[config.mk]
export PLATFORM = sky130hd
export DESIGN_NAME = program_counter
export DESIGN_NICKNAME = d
export VERILOG_FILES = /design/src/rtl/program_counter.sv
export SDC_FILE = /design/constraint.sdc
export NUM_CORES = 1
export LEC_CHECK = 0
export ABC_AREA = 0
export CAP_MARGIN = 10
export CELL_PAD_IN_SITES_DETAIL_PLACEMENT = 1
export CELL_PAD_IN_SITES_GLOBAL_PLACEMENT = 1
export CORE_AREA = 4 4 49 51
export CTS_CLUSTER_SIZE = 12
export DETAILED_ROUTE_END_ITERATION = 8
export DIE_AREA = 0 0 53 55
export HOLD_SLACK_MARGIN = 0.15
export PLACE_DENSITY_LB_ADDON = 0.1
export SLEW_MARGIN = 25
export SYNTH_ARGS = -nofsm -noshare
export SYNTH_HDL_FRONTEND = slang
export SYNTH_SLANG_ARGS = --single-unit
[constraint.sdc]
create_clock -name clk -period 1.18 [get_ports clk]
set_input_delay 0.118 -clock clk [delete_from_list [all_inputs] [get_ports clk]]
set_output_delay 0.118 -clock clk [all_outputs]
set_load 0.03 [all_outputs]
[src/rtl/program_counter.sv]
// program_counter: fetch-stage PC, advances by STEP each edge or loads a taken branch/jump target.
module program_counter #(
  parameter int unsigned ADDR_W   = 10,
  parameter int unsigned STEP     = 4,
  parameter int unsigned RESET_PC = 0
) (
  input  logic              clk,
  input  logic              reset,
  input  logic [ADDR_W-1:0] pc_next,
  input  logic              pc_branch,
  output logic [ADDR_W-1:0] pc_out
);
  logic [ADDR_W-1:0] pc_q, pc_d;
  // Redirect target is taken verbatim; the increment wraps modulo 2^ADDR_W.
  always_comb pc_d = pc_branch ? pc_next : pc_q + ADDR_W'(STEP);
  always_ff @(posedge clk or posedge reset)
    if (reset) pc_q <= ADDR_W'(RESET_PC);
    else       pc_q <= pc_d;
  assign pc_out = pc_q;
endmodule

==> Implementation_results.wiki, run 1 <==
{| class="wikitable"
! Metric !! Value
|-
| Status || finished clean
|-
| Final total negative setup slack || 0 ps
|-
| Crit path largest cell delay || a little over 400 ps
|-
| Post-synthesis mux area share || roughly 7.0%
|-
| Worst Max-Slew Pin Slew || a little under 400 ps
|-
| Max reg flops || 10
|-
| DR pass1 iterations || 2
|-
| Reg-to-reg critical path endpoint || pc_out[8]
|-
| Post-Syn Instances || 47
|-
| Worst Hold Class || in2reg
|-
| Synth-to-Final Area Change || 77.9%
|-
| Die boundary height || approximately 55 um
|-
| H-tree level count || 1
|-
| Min-Delay Endpoint || pc_out[4]
|-
| Synth top area share || about 52%
|-
| Clk slew on worst S/H paths || 70 ps
|-
| Antenna violations before repair || 0
|-
| Top area cells in the synthesized netlist || dfrtp_1 (52%), mux2_2 (7.0%), nand2_1 (6.2%), nand3_1 (5.2%), o21ai_0 (4.2%)
|-
| Clock network power share || between 20% and 30%
|-
| Post-synthesis cell area || a little under 500 um^2
|-
| Total power after layout || 1.10 mW
|-
| Register-to-register setup slack || 20 ps
|-
| Final Cell Area || 857 um^2
|-
| Power density over cell area || 1290 nW/um^2
|-
| CP arrival || 1360 ps
|-
| Cell count after placement || 100
|-
| Maximum number of pins on one net before global-route repair || 11
|-
| Highest attainable clock frequency || 0.861 GHz
|-
| Hold Slack || 405 ps
|-
| Inserted Clock Buffers || 3
|-
| Category of the worst setup path capture point || register
|-
| Placement Rows || 16
|-
| Drc violations || 0
|-
| RSZ-0062 raised after global routing || true
|-
| Overflow left after global routing || 0
|-
| Library cell used as clock root buffer || clkbuf_4
|-
| Peak supply drop || 665 uV
|-
| R2R cell count || 4
|-
| Final max-slew violation count || 0
|-
| #FFs+latches synth || 10
|-
| Category of cells accounting for the largest share of critical-path delay || simple AND/OR/NAND/NOR gates
|-
| Mean cell area of the mapped netlist || ~10 um^2
|-
| Skew final || 3.25 ps
|-
| Number of buffers on the longest clock path || 2
|-
| Yosys Warn Count || 0
|-
| Syn nets || 61
|-
| Cell depth of the worst min-delay path || 3
|-
| Synth async-reset ratio || between 90% and 100%
|-
| Area of all sequential standard cells || 259 um^2
|-
| Period Utilization, post-route || 98.4%
|-
| Global placement routability congestion || 0.722
|-
| Iter 0 DRT Violations || 5
|-
| Simple-gate share of the synthesized area || 17.4%
|-
| Switching share of power || about 31%
|-
| Post-synthesis cell type count || 17
|-
| Number of inserted filler cells in the final layout || 236
|-
| Final count of hold timing violations || 0
|-
| Compound-cell area share of the yosys netlist || 11.4%
|-
| Psw || 0.344 mW
|-
| Max Fanout on Critical Path || 4
|-
| DIE WIDTH || 53 um
|-
| Cell-internal power || ~0.76 mW
|-
| Number of enable flip-flop cells after synthesis || 0
|-
| Area share of fa/ha/maj cells after synthesis || 2.60%
|-
| Largest family of logic cells by synthesized area || simple AND/OR/NAND/NOR gates
|-
| Xor/xnor share of the synthesized area || 5.45%
|-
| Data required time at the worst endpoint || 1380 ps
|-
| CP Cell Sequence || ha_4 -> nand2_2 -> or4_1 -> nand3_1
|-
| Sequential share of power || around two fifths
|-
| Total routing resource utilization after global routing || roughly a tenth
|-
| Synth cell count leaders || dfrtp_1 (10), nand2_1 (8), nand3_1 (5)
|-
| Final Critical Period || 1160 ps
|-
| CP Depth || 4
|-
| Crit Reg-Reg Startpoint || pc_out[3]
|-
| DP Area || 777 um^2
|-
| Total leakage power || approximately 0.37 nW
|-
| Critical Path Source Type || register
|-
| HPWL after DPL || 1030 um
|-
| Clk Latency, worst-skew pair || 260 ps
|-
| Seq/Total Area, Yosys || around half
|-
| Startpoint of the lowest-slack hold path || pc_next[4]
|-
| Clock net sink count || 10
|-
| Most used standard cell by instance count after synthesis || dfrtp_1
|-
| Fraction of power consumed by combinational cells || 32.3%
|-
| Setup violators final || 0
|-
| Residual antenna-violating net count after detailed routing || 0
|-
| Routed wire length per instance || 11.9 um
|-
| Most instantiated flip-flop cell in the synthesis netlist || dfrtp_1
|-
| Buffers plus inverters on the worst setup path || 0
|-
| Diodes inserted || 0
|-
| Highest-delay cell along the critical path || dfrtp_2
|-
| Global-route wire length before repair || 2260 um
|-
| Final instance count without filler cells || 109
|-
| Number of global-route vias before repair || 519
|-
| Yosys top cell by area || dfrtp_1
|-
| Top Ports || 23
|-
| Max_slew headroom || 73.6%
|-
| Area inside the core boundary || 1940 um^2
|-
| Clock tree from TritonCTS || yes
|-
| Initial Util || between 20% and 30%
|-
| Maximum capacitance violations || 0
|-
| Die outline area || 2920 um^2
|-
| Net count of the finished layout || 97
|-
| Area taken by multi-input logic gates || 238 um^2
|-
| Layout cells sized above 1 || between 40% and 50%
|-
| IO buf count || 22
|-
| Via-per-instance ratio || 4.35
|-
| Crit Path Category || reg2reg
|-
| Fraction of the core area covered by cells at the end of the flow || 44.1%
|-
| Final worst-path setup slack || 18.7 ps
|-
| Routed wire length || 1300 um
|-
| Vias after detailed routing || 474
|-
| Worst slack at placement || -189 ps
|}
-- layer usage --
metal  track usage [%]  share of wire, %
met1              11.9                42
met2              18.8                50
met3              4.83               7.5
met4              1.28                 0
met5                 0                 0
-- cell families after synthesis --
kind of cell	after synthesis
AO/OA/AOI/OAI	8
adder cells (fa/ha/maj)	1
XOR/XNOR	3
AND/OR/NAND/NOR	18
buffers and inverters	4
flip-flops	10
multiplexers	3
-- worst min-delay path, cell delays in order --
cell             delay, ps
clkdlybuf4s50_1        390
nand2_1                 60
o21ai_0                 60
-- how the worst max path moves through the flow --
| stage | from | end |
|---|---|---|
| 3_5_place_dp | pc_branch | pc_out[7] |
| 5_1_grt | pc_out[3] | pc_out[8] |
| 3_3_place_gp | pc_branch | pc_out[7] |
| 2_1_floorplan | pc_out[3] | pc_out[8] |
| 6_report | pc_out[3] | pc_out[8] |
| 4_1_cts | pc_out[3] | pc_out[9] |
-- layout by cell type (no fill, tap or decap), types with 2 or more instances in the layout --
master / count
xor2_1: 2
buf_4: 18
clkbuf_4: 3
dfrtp_1: 3
inv_1: 2
o211ai_1: 2
clkdlybuf4s50_1: 12
nand3_1: 4
nand2_1: 6
dfrtp_2: 7
dlygate4sd2_1: 2
nor2_1: 2
nand2_2: 2
o21ai_0: 4
mux2_2: 3
-- power groups by stage --
stage / clock (mW) / combinational, mW / sequential [mW]
2_1_floorplan: 0 / 0.0947 / 0.529
3_3_place_gp: 0 / 0.333 / 0.448
3_5_place_dp: 0 / 0.337 / 0.450
4_1_cts: 0.323 / 0.340 / 0.442
5_1_grt: 0.351 / 0.390 / 0.451
6_report: 0.304 / 0.356 / 0.441
-- area by class of cell --
cell class	count	area share [%]
Sequential cell	10	30.2
Clock buffer	4	4.23
Timing Repair Buffer	33	33.0
Multi-Input combinational cell	33	27.7
Inverter	2	0.876
Tap cell	27	3.94
-- repair_timing --
| action | 4_1_cts | 5_1_grt |
|---|---|---|
| resized for setup | 2 | 2 |
| hold buffers | 1 | 0 |
| setup buffers | 1 | 3 |
| hold endpoints to repair | 10 | 0 |
| pin swaps | 0 | 1 |
| endpoints found under the setup margin | 3 | 3 |
Note: power is estimated with default switching activity, not from simulation.
==> inputs of run 2 (changes only) <==
--- a/config.mk
+++ b/config.mk
@@ -9,10 +9,10 @@
 export CAP_MARGIN = 10
 export CELL_PAD_IN_SITES_DETAIL_PLACEMENT = 1
 export CELL_PAD_IN_SITES_GLOBAL_PLACEMENT = 1
-export CORE_AREA = 4 4 49 51
+export CORE_AREA = 2 2 44 46
 export CTS_CLUSTER_SIZE = 12
 export DETAILED_ROUTE_END_ITERATION = 8
-export DIE_AREA = 0 0 53 55
+export DIE_AREA = 0 0 46 48
 export HOLD_SLACK_MARGIN = 0.15
 export PLACE_DENSITY_LB_ADDON = 0.1
 export SLEW_MARGIN = 25
==> constraint.sdc (replaced) <==
create_clock -name clk -period 1.5 [get_ports clk]
set_input_delay 0.15 -clock clk [delete_from_list [all_inputs] [get_ports clk]]
set_output_delay 0.15 -clock clk [all_outputs]
set_load 0.03 [all_outputs]
==> run 2 against run 1 <==
Effect of this change: wire length is 8.8% lower; clock power down 40%; register-to-register slack better by 110 ps; count of clock-buffer cells in the layout shrank 1; critical path type is now reg2out; global-route usage grew 1.8 points; largest power group unchanged; highest routed layer unchanged.
==> Implementation_results.wiki, run 2 (synthesis results as in run 1) <==
{| class="wikitable"
! Metric !! Value
|-
| Status || finished clean (unchanged)
|-
| H-tree level count || 1 (unchanged)
|-
| Area inside the core boundary || 1690 um^2 (was 1940 um^2)
|-
| Total routing resource utilization after global routing || 12.3% (was 10.6%)
|-
| Via-per-instance ratio || 4.75 (was 4.35)
|-
| Max_slew headroom || 74.1% (was 73.6%)
|-
| Commonest non-fill, non-tap cell in the layout || clkdlybuf4s50_1 (was buf_4)
|-
| Final max-slew violation count || 0 (unchanged)
|-
| Max Fanout on Critical Path || 2 (was 4)
|-
| Die outline area || 2210 um^2 (was 2920 um^2)
|-
| Worst Max-Slew Pin Slew || 388 ps (was 396 ps)
|-
| Overflow left after global routing || 0 (unchanged)
|-
| Iter 0 DRT Violations || 6 (was 5)
|-
| Maximum number of pins on one net before global-route repair || 11 (unchanged)
|-
| Buffers plus inverters on the worst setup path || 1 (was 0)
|-
| Skew final || 1.39 ps (was 3.25 ps)
|-
| Clock net sink count || 10 (unchanged)
|-
| Setup violators final || 0 (unchanged)
|-
| Diodes inserted || 0 (unchanged)
|-
| CP Cell Sequence || clkdlybuf4s50_1 (was ha_4 -> nand2_2 -> or4_1 -> nand3_1)
|-
| Setup fix buffers added after clock tree synthesis || 0 (was 1)
|-
| RSZ-0062 raised after global routing || false (was true)
|-
| Critical Path Source Type || register (unchanged)
|-
| Number of buffers on the longest clock path || 2 (unchanged)
|-
| Routed wire length || 1190 um (was 1300 um)
|-
| Synth-to-Final Area Change || 58.7% (was 77.9%)
|-
| Clk slew on worst S/H paths || 70 ps (about the same)
|-
| Number of inserted filler cells in the final layout || 202 (was 236)
|-
| Initial Util || 28.5% (was 24.8%)
|-
| Max reg flops || 10 (unchanged)
|-
| Highest-delay cell along the critical path || clkdlybuf4s50_1 (was dfrtp_2)
|-
| DR pass1 iterations || 4 (was 2)
|-
| Clk Latency, worst-skew pair || 260 ps (about the same)
|-
| Crit Path Category || reg2out (was reg2reg)
|-
| Number of global-route vias before repair || 420 (was 519)
|-
| Cell count after placement || 88 (was 100)
|-
| CP arrival || 1300 ps (was 1360 ps)
|-
| Top Ports || 23 (unchanged)
|-
| Global-route wire length before repair || 1880 um (was 2260 um)
|-
| Clock tree from TritonCTS || yes (unchanged)
|-
| Residual antenna-violating net count after detailed routing || 0 (unchanged)
|-
| Worst Hold Class || in2async (was in2reg)
|-
| HPWL after DPL || 915 um (was 1030 um)
|-
| IO buf count || 22 (unchanged)
|-
| Leading cell types in the layout, fill and taps excluded || clkdlybuf4s50_1 (14), dfrtp_1 (10), nand2_1 (8) (was buf_4 (18), clkdlybuf4s50_1 (12), dfrtp_2 (7))
|-
| Period Utilization, post-route || 96.4%
|-
| Net count of the finished layout || 90 (was 97)
|-
| DIE WIDTH || 46 um (was 53 um)
|-
| Data required time at the worst endpoint || 1350 ps (was 1380 ps)
|-
| Final Critical Period || 1450 ps
|-
| Total leakage power || 0.367 nW (was 0.372 nW)
|-
| Global placement routability congestion || 0.650 (was 0.722)
|-
| Routed wire length per instance || 13.0 um (was 11.9 um)
|-
| Crit path largest cell delay || 680 ps (was 410 ps)
|-
| Final total negative setup slack || 0 ps (unchanged)
|-
| Die boundary height || 48 um (was 55 um)
|-
| Final count of hold timing violations || 0 (unchanged)
|-
| Drc violations || 0 (unchanged)
|-
| Hold Slack || 164 ps (was 405 ps)
|-
| Library cell used as clock root buffer || clkbuf_4 (unchanged)
|-
| Peak supply drop || 413 uV (was 665 uV)
|-
| Maximum capacitance violations || 0 (unchanged)
|-
| Category of the worst setup path capture point || primary output (was register)
|-
| Layout cells sized above 1 || 13.5% (was 45.1%)
|-
| CTS hold repair buffers || 0 (was 1)
|-
| Category of cells accounting for the largest share of critical-path delay || buffers and inverters (was simple AND/OR/NAND/NOR gates)
|-
| Power density over cell area || 989 nW/um^2 (was 1290 nW/um^2)
|-
| Final instance count without filler cells || 91 (was 109)
|-
| Inserted Clock Buffers || 3 (unchanged)
|-
| Highest attainable clock frequency || 0.692 GHz
|-
| Vias after detailed routing || 432 (was 474)
|-
| Antenna violations before repair || 0 (unchanged)
|-
| Placement Rows || 15 (was 16)
|}
run 2: cell types whose count changed in the layout (fill, tap and decap cells not counted), moves of 3 or more:
cell	change
dfrtp_1	+7
dlymetal6s2s_1	+3
buf_4	-14
dfrtp_2	-7
dlygate4sd2_1	+3
run 2: layout make-up:
cell class                 instances  area, um^2  area share [%]
clock buffer                       3        22.5            2.95
inverter                           2        7.51           0.982
timing repair buffer              26         251            32.9
sequential                        10         250            32.7
tap                               17        21.3            2.78
multi-input combinational         33         211            27.7
run 2: worst paths after layout:
path                            slack [ps]        from   endpoint  cells after the start
worst min register to register         530   pc_out[1]  pc_out[1]                      1
worst max register to register         130   pc_out[2]  pc_out[8]                      4
worst min-delay path                   160       reset  pc_out[3]                      2
worst max-delay path                    50   pc_out[0]  pc_out[0]                      1
min in group clk                       450  pc_next[8]  pc_out[8]                      3
max in group asynchronous             1060       reset  pc_out[7]                      2
run 2: power breakdown:
group / total [mW] / leakage, nW / switching, mW / internal [mW]
Combinational: 0.235 / 0.234 / 0.126 / 0.109
Sequential: 0.339 / 0.120 / 0.0364 / 0.302
Clock: 0.183 / 0.0138 / 0.0900 / 0.0925
Total: 0.756 / 0.367 / 0.253 / 0.503
run 2: repair_timing:
item                                   CTS  global route
pin swaps                                0             0
endpoints found under the hold margin    0             0
setup endpoints to repair                5             3
cloned                                   0             0
gates resized for setup                  5             3
run 2: layer usage:
layer	vias to the layer above	global-route usage [%]	routed length (um)
met5	-	0	0
met4	0	3.43	0
li1	223	-	-
met1	195	17.2	605
met3	0	3.40	48
met2	14	18.6	534
run 2: per-stage QoR:
stage	area, um^2	util, %	power, mW	setup slack (ps)
after detailed placement	741	43.9	0.596	70.4
final	764	45.3	0.756	54.7
after floorplan	482	-	0.473	33.7
after global placement	741	43.9	0.594	97.8
after global routing	764	45.3	0.800	6.62
after CTS	757	44.8	0.766	0.552
